## src/rtl/fft_pkg.sv

```systemverilog
// Shared types and helpers for the FFT input reorder path.
package fft_pkg;

  // Widest frame index the generic bit reverser supports.
  localparam int MAX_LOG2N = 16;

  typedef enum logic {
    MODE_BITREV = 1'b0,
    MODE_BYPASS = 1'b1
  } reorder_mode_t;

  // Reverse the low n bits of a; bits at and above n come back as zero.
  // Shifting a bit in at the LSB per step keeps every index constant.
  function automatic logic [MAX_LOG2N-1:0] bitrev(input logic [MAX_LOG2N-1:0] a,
                                                  input int unsigned n);
    logic [MAX_LOG2N-1:0] r;
    logic [MAX_LOG2N-1:0] t;
    r = '0;
    t = a;
    for (int unsigned i = 0; i < MAX_LOG2N; i++) begin
      if (i < n) begin
        r = {r[MAX_LOG2N-2:0], t[0]};
        t = t >> 1;
      end
    end
    return r;
  endfunction

endpackage

```

## src/rtl/bit_reverse_addr.sv

```systemverilog
// Combinational LOG2N-bit address reverser used on the write path.
module bit_reverse_addr
  import fft_pkg::*;
#(
  parameter int LOG2N = 3
) (
  input  logic [LOG2N-1:0] addr,
  output logic [LOG2N-1:0] rev
);

  assign rev = LOG2N'(bitrev(MAX_LOG2N'(addr), LOG2N));

endmodule

```

## src/rtl/fft_bitrev_stream.sv

```systemverilog
// Streaming bit-reversal reorder buffer with ping-pong frame banks.
//
// Handshake: on both streams a beat transfers on a rising edge where
// valid && ready. The source holds valid and payload stable until that edge;
// ready may change freely. Here s_ready depends only on registered state, and
// m_valid/m_data/m_last depend only on registered state and memory, so
// neither output stream has a combinational path from its own inputs.
module fft_bitrev_stream
  import fft_pkg::*;
#(
  parameter int LOG2N = 3,
  parameter int WIDTH = 8
) (
  input  logic             clk,
  input  logic             rst,
  input  logic             mode,
  input  logic             s_valid,
  output logic             s_ready,
  input  logic [WIDTH-1:0] s_data,
  input  logic             s_last,
  output logic             m_valid,
  input  logic             m_ready,
  output logic [WIDTH-1:0] m_data,
  output logic             m_last,
  output logic             frame_err
);

  localparam int N = 1 << LOG2N;
  localparam logic [LOG2N-1:0] CNT_MAX = LOG2N'(N - 1);
  localparam logic [LOG2N-1:0] CNT_ONE = LOG2N'(1);

  logic [WIDTH-1:0] mem [2][N];

  logic             wr_bank;
  logic             rd_bank;
  logic [LOG2N-1:0] wr_cnt;
  logic [LOG2N-1:0] rd_cnt;
  logic [1:0]       full;
  reorder_mode_t    mode_q [2];
  logic             frame_err_q;

  logic             s_accept;
  logic             m_accept;
  logic             wr_last;
  logic             rd_last;
  reorder_mode_t    mode_eff;
  logic [LOG2N-1:0] wr_rev;
  logic [LOG2N-1:0] wr_addr;
  logic [1:0]       full_set;
  logic [1:0]       full_clr;

  // A bank still being written is never full, so the write side only stalls
  // when the bank it is about to fill has not drained yet.
  assign s_ready  = !full[wr_bank];
  assign s_accept = s_valid && s_ready;
  assign wr_last  = (wr_cnt == CNT_MAX);

  assign m_valid  = full[rd_bank];
  assign m_accept = m_valid && m_ready;
  assign rd_last  = (rd_cnt == CNT_MAX);
  assign m_data   = mem[rd_bank][rd_cnt];
  assign m_last   = m_valid && rd_last;

  assign frame_err = frame_err_q;

  // The first beat of a frame latches the mode; later beats reuse it.
  assign mode_eff = (wr_cnt == '0) ? reorder_mode_t'(mode) : mode_q[wr_bank];

  bit_reverse_addr #(.LOG2N(LOG2N)) u_wr_rev (
    .addr (wr_cnt),
    .rev  (wr_rev)
  );

  assign wr_addr = (mode_eff == MODE_BYPASS) ? wr_cnt : wr_rev;

  // Per-bank full flag updates from the write and read sides this cycle.
  always_comb begin
    full_set = '0;
    full_clr = '0;
    if (s_accept && wr_last) full_set[wr_bank] = 1'b1;
    if (m_accept && rd_last) full_clr[rd_bank] = 1'b1;
  end

  // Sample storage; contents are don't-care after reset.
  always_ff @(posedge clk) begin
    if (s_accept) mem[wr_bank][wr_addr] <= s_data;
  end

  // Bank pointers, counters, full flags, per-bank mode and sticky error.
  always_ff @(posedge clk) begin
    if (rst) begin
      wr_bank     <= 1'b0;
      rd_bank     <= 1'b0;
      wr_cnt      <= '0;
      rd_cnt      <= '0;
      full        <= '0;
      mode_q[0]   <= MODE_BITREV;
      mode_q[1]   <= MODE_BITREV;
      frame_err_q <= 1'b0;
    end else begin
      full <= (full | full_set) & ~full_clr;
      if (s_accept) begin
        if (wr_cnt == '0) mode_q[wr_bank] <= reorder_mode_t'(mode);
        if (s_last != wr_last) frame_err_q <= 1'b1;
        wr_cnt <= wr_cnt + CNT_ONE;
        if (wr_last) wr_bank <= !wr_bank;
      end
      if (m_accept) begin
        rd_cnt <= rd_cnt + CNT_ONE;
        if (rd_last) rd_bank <= !rd_bank;
      end
    end
  end

endmodule
```

## config.mk

```make
export PLATFORM = sky130hd
export DESIGN_NAME = fft_bitrev_stream
export DESIGN_NICKNAME = d
export VERILOG_FILES = /design/src/rtl/fft_pkg.sv /design/src/rtl/bit_reverse_addr.sv /design/src/rtl/fft_bitrev_stream.sv
export SDC_FILE = /design/constraint.sdc
export NUM_CORES = 1
export LEC_CHECK = 0
export CORE_MARGIN = 2
export CORE_UTILIZATION = 60
export DETAILED_ROUTE_END_ITERATION = 7
export GPL_TIMING_DRIVEN = 0
export PLACE_DENSITY = 0.79
export SLEW_MARGIN = 10
export SYNTH_ARGS = -nofsm -noshare
export SYNTH_HDL_FRONTEND = slang
export SYNTH_SLANG_ARGS = --single-unit
export TNS_END_PERCENT = 10
```

## constraint.sdc

```tcl
create_clock -name clk -period 2.9 [get_ports clk]
set_input_delay 0.58 -clock clk [delete_from_list [all_inputs] [get_ports clk]]
set_output_delay 0.58 -clock clk [all_outputs]
set_load 0.02 [all_outputs]
```

## Yosys cells after proc, flatten, opt, wreduce, memory -nomap -nowiden

Memories as Yosys holds them, arrays and structs flattened. A register that Yosys moved wholly into a read port is not among the register bits.
Cells that the tools add are included.

| word-level totals | value |
|---|---|
| register bits after elaboration | 11 |
| latch bits | 0 |
| memory bits (writable) | 130 |
| memory bits (read-only) | 0 |
| word-level logic and storage cells | 73 |
| memories | 2 |

| operators by class | value |
|---|---|
| $add $sub $neg | 2 |
| $mul | 0 |
| divide/modulo/power cells | 0 |
| $lt $le $gt $ge | 7 |
| equality and inequality tests | 3 |
| shifts and indexed selects | 0 |
| muxes and demuxes | 32 |
| bitwise operators | 5 |
| reductions and logical operators | 16 |

Memory list:

| name | depth | bits a word | read ports | clocked after Yosys merged registers in | wr ports | RTL line | text |
|---|---|---|---|---|---|---|---|
| mem | 2 | 64 | 1 | 1 | 1 | fft_bitrev_stream.sv:32 | `logic [WIDTH-1:0] mem [2][N];` |
| mode_q | 2 | 1 | 1 | 1 | 2 | fft_bitrev_stream.sv:39 | `reorder_mode_t mode_q [2];` |

Operators with widths:

| cell | number |
|---|---|
| 64-bit two-way mux | 1 |
| 8-bit binary-select mux with 3-bit select | 1 |
| 8-bit demux with 3-bit select | 1 |
| 8-bit two-way mux | 3 |
| 1-bit two-way mux | 21 |
| 4-bit >= comparator, second input constant | 2 |
| 1-bit logical AND | 8 |
| 3-bit inverter with 4-bit output | 2 |
| 3-bit by 1-bit adder with 3-bit output, second input constant | 2 |
| 3-bit equality test, second input constant | 2 |
| 2-bit AND reduction | 3 |
| 1-bit by 2-bit < comparator with 1-bit output, second input constant | 2 |
| 4-bit by 1-bit < comparator with 1-bit output, second input constant | 1 |
| 2-bit two-way mux | 2 |
| 1-bit zero test | 3 |
| 3-bit zero test | 1 |
| 3-bit two-way mux | 1 |
| 2-bit AND | 1 |
| 1-bit demux with 1-bit select | 2 |
| 1-bit >= comparator, second input constant | 2 |
| 2-bit inverter | 1 |
| 2-bit bitwise OR | 1 |
| 1-bit != test | 1 |
| 1-bit OR reduction | 1 |

## Depth between registers and ports, before layout

| logic depth | value |
|---|---|
| depth after elaboration | 9 |
| depth in mapped cells | 6 |
| depth with buffers taken out | 6 |

## Hierarchy

A second synthesis with hierarchy kept.

| second synthesis, totals | value |
|---|---|
| cell total of the unflattened synthesis | 317 |
| area total of the unflattened synthesis | 5833.1 um^2 |

By module, submodules not included:

| module | times used | cells an instance | area each (um^2) | sequential area each (um^2) |
|---|---|---|---|---|
| fft_bitrev_stream | 1 | 314 | 5810.6 | 4164.0 |
| bit_reverse_addr | 1 | 3 | 22.5 | 0.0 |

## Least setup slack after synthesis

Ideal clock, no wire load.

| timing | value |
|---|---|
| kind | flip-flop to flip-flop |
| from | reg wr_bank |
| to | mem mem[1][56] (netlist name), enable pin |
| library setup time | 0.395 ns |
| arrival | 2.116 ns |
| setup slack | 0.389 ns |
| cell stages (with the launch flop) | 5 |
| buffers on the path | 1 |
| clock period less this slack | 2.511 ns |
| cells stage by stage | dfxtp_1 > buf_2 > mux2i_1 > nand2_1 > nor4_1 |

| on the way | value |
|---|---|
| cells in the longest elaborated chain, start to end | 6 |

RTL lines:

| element | RTL line | text |
|---|---|---|
| start, declared | fft_bitrev_stream.sv:34 | `logic wr_bank;` |
| start signal, assigned | fft_bitrev_stream.sv:106 | `if (wr_last) wr_bank <= !wr_bank;` |
| 1-bit two-way mux (not written as such) (2 in a row) | fft_bitrev_stream.sv:54 | `assign s_ready = !full[wr_bank];` |
| 1-bit zero test | fft_bitrev_stream.sv:54 |  |
| named net s_ready | fft_bitrev_stream.sv:18 | `output logic s_ready,` |
| 1-bit logical AND | fft_bitrev_stream.sv:55 | `assign s_accept = s_valid && s_ready;` |
| 1-bit two-way mux | fft_bitrev_stream.sv:86 | `if (s_accept) mem[wr_bank][wr_addr] <= s_data;` |
| 64-bit two-way mux (not written as such) | fft_bitrev_stream.sv:86 |  |
| end, declared | fft_bitrev_stream.sv:32 |  |

The timed path passes the listed nets, and every way through them passes these cells. The select of a mux whose other input is x is not followed.

==> results.toml <==
[logic_synthesis]
synth_commonest_cells = "130 x edfxtp_1, 29 x nor2_1, 20 x nand2_1"
yosysTopAreaCell = "edfxtp_1"
yosysSeqAreaShare_pct = 72.28
synth_ff_type = "edfxtp_1"
synth_top_cells_by_area = "edfxtp_1 68%, mux4_2 7.0%, mux4_1 6.4%, dfxtp_1 4.5%, a22oi_1 2.2%"
syn_inst = 309
synth_edf_count = 130
synth.distinct_cells = 32
yosys_warnings = 0
yosys_register_bits = 143
avgSynthCellArea_sq_um = 18.64
synth.most_common_cell = "edfxtp_1"
async_reset_ff_share_pct = 0
synth_area_sq_um = 5761
netlist.area_leader.share_pct = 67.77
synth_nets = 332

[placed_design]
portBuffers = 25
place_congestion = 0.8323
place_area_sq_um = 6200
post-dp-hpwl_microns = 7247

[setup_path]
rr_startpoint = "wr_cnt[0]$_SDFFE_PP0P_"
r2r_slack_ns = 0.07
cp_max_fo = 10
reg2reg_to = "mem[1][10]$_DFFE_PP_"
start_kind = "flip-flop"
crit_required_ns = 2.32
r2r_cells = 6
cp.arrival_ns = 2.31
worstSetupPathType = "reg -> out"
cp-end-kind = "output port"

[cts]
post_cts_buffers = 0
clkLatencyLatePin_ns = 0.53
ctsHoldBuffers = 0
max-clock-path-buffers = 2
cts_tree = "built"
cts-htree-levels = 4
cts.sinks = 143
numCtsBuffers = 17
clk_pin_slew_ns = 0.06
clock-root-buffer = "clkbuf_8"

[finish]
drive_gt1_share_pct = 26.90
area_growth_syn_to_layout_pct = 18.61
stdcell_area_sq_um = 6833
antenna-diode-count = 0
fin_util_pct = 73.60
final_nets = 378

[drt]
drt_iter0_drc = 269
viasPerCell = 6.000
vias = 2982
wirelength_microns = 11550
firstDrtPassIters = 6
wl_per_cell_microns = 23.23
drc = 0
ant_nets = 0

[flow_run]
maxCapViolations = 0

[sta]
fin_skew_ns = 0.006607
setup_viol_count_final = 0
grt_setup_unrepaired = "true"
setup-tns-final_ns = 0
max_freq_ghz = 0.3462
hold_violations = 0
tightest_slew_ns = 0.9149
min_period_over_period_pct = 99.60
final.min_clock_period_ns = 2.889
maxSlewHeadroom_pct = 38.78
report.final.slew_viol_count = 0

[global_route]
antenna_found_initial = 0
overflow = 0
grtUsageTotal_pct = 24.49
grt_max_degree = 17
grt_pass1_vias = 3049
grt_first_pass_wirelength_microns = 17710

[power]
leakagePower_nw = 2.230
p_per_area_nw_per_um2 = 673.2
vdd_drop_max_mv = 0.4988

[min_path]
hold_depth = 2
hold_start = "frame_err$_SDFFE_PP0P_"
hold-path-endpoint = "frame_err$_SDFFE_PP0P_"
hold_class = "reg -> reg"

[status]
outcome = "complete, no violations"

[floorplan]
die_w_microns = 102.0
fp.dieArea_sq_um = 10400
rows = 35
core_sq_um = 9284
initial_core_util_pct = 62.05
pin_count = 26
die_h_microns = 102.0
## critical path, cell delays in order, from the launching register on
cell and delay, ns:
dfxtp_1 0.33, buf_6 0.15, buf_12 0.16, mux4_2 0.53, a22oi_2 0.23, nand2_1 0.11
clkdlybuf4s15_2 0.27
## repair_timing
action                                  4_1_cts  5_1_grt
resized for setup                            45       12
endpoints found under the setup margin        8       31
pin swaps                                     7        3
## through the flow
step / power (W) / worst slack (ns) / std cells / hold WS (ns)
after floorplan: 0.002412 / 0.3890 / 309 / 0.4728
after global placement: 0.002493 / -0.5457 / 463 / 0.4525
after detailed placement: 0.002502 / 0.1406 / 465 / 0.4976
after CTS: 0.004606 / -0.004531 / 497 / 0.5110
after global routing: 0.004707 / -0.07434 / 497 / 0.5495
final: 0.004600 / 0.01147 / 497 / 0.5130
## kinds of logic (layout without fill, tap and decap cells)
logic type	count (synthesis)	after routing	synth area share, %
flip-flops	143	143	72.28
buffers and inverters	20	79	2.259
XOR/XNOR	5	5	0.7603
AND/OR/NAND/NOR	71	71	5.473
adder cells (fa/ha/maj)	9	9	1.955
AO/OA/AOI/OAI	25	25	3.084
multiplexers	36	36	14.18
## layer usage
layer | share of wire [%] | up-vias | global-route usage, %
met3 | 6.3 | 19 | 6.156
met4 | 1.8 | 0 | 8.718
met5 | 0 | - | 0
li1 | - | 1328 | -
met2 | 50 | 106 | 38.97
met1 | 42 | 1529 | 33.59
## cells in the final DEF (no fill, tap or decap), types with 6 or more instances in the layout
cell type        netlist  layout
nand2_1               20      20
mux4_1                14       6
clkbuf_16              0      16
ha_1                   9       9
mux4_2                18      26
a22oi_2                0      10
dfxtp_1               13      13
a22oi_1               17       7
buf_4                  2       6
clkdlybuf4s50_1        0      17
nor2_1                29      26
edfxtp_1             130     130
## worst max path at each step
| stage | to | from | depth (start not counted) | slack (ns) |
|---|---|---|---|---|
| after floorplan | mem[1][56]$_DFFE_PP_ | wr_bank$_SDFFE_PP0P_ | 4 | 0.39 |
| after global placement | mem[1][44]$_DFFE_PP_ | s_valid | 3 | -0.55 |
| after detailed placement | m_data[0] | rd_cnt[0]$_SDFFE_PP0P_ | 6 | 0.14 |
| after CTS | m_data[0] | flip-flop | 6 | -0.005 |
| after global routing | m_data[0] | flip-flop | 6 | -0.07 |
| final | m_data[0] | flip-flop | 6 | 0.01 |
## state kept, by name, indices dropped and copies added, names as in the netlist, named ones only
name / count
rd_cnt: 3
mode_q: 2
wr_cnt: 3
frame_err: 1
mem: 128
rd_bank: 1
full: 2
wr_bank: 1
## where the power goes
group	switching (W)	internal, W	leakage (nW)
registers	0.00000941	0.00228	1.28
clock network	0.000884	0.00125	0.284
logic	0.000106	0.0000679	0.664
## cell type report
cell class                 count  area, sq um
clock buffer                  17        414.1
buffer                        16        147.6
timing repair buffer          27        250.2
fill                         574         2451
clock inverter                15        173.9
inverter                       4        15.01
tap                          129        161.4
sequential                   143         4164
multi-input combinational    146         1506
Note: power is estimated with default switching activity, not from simulation.
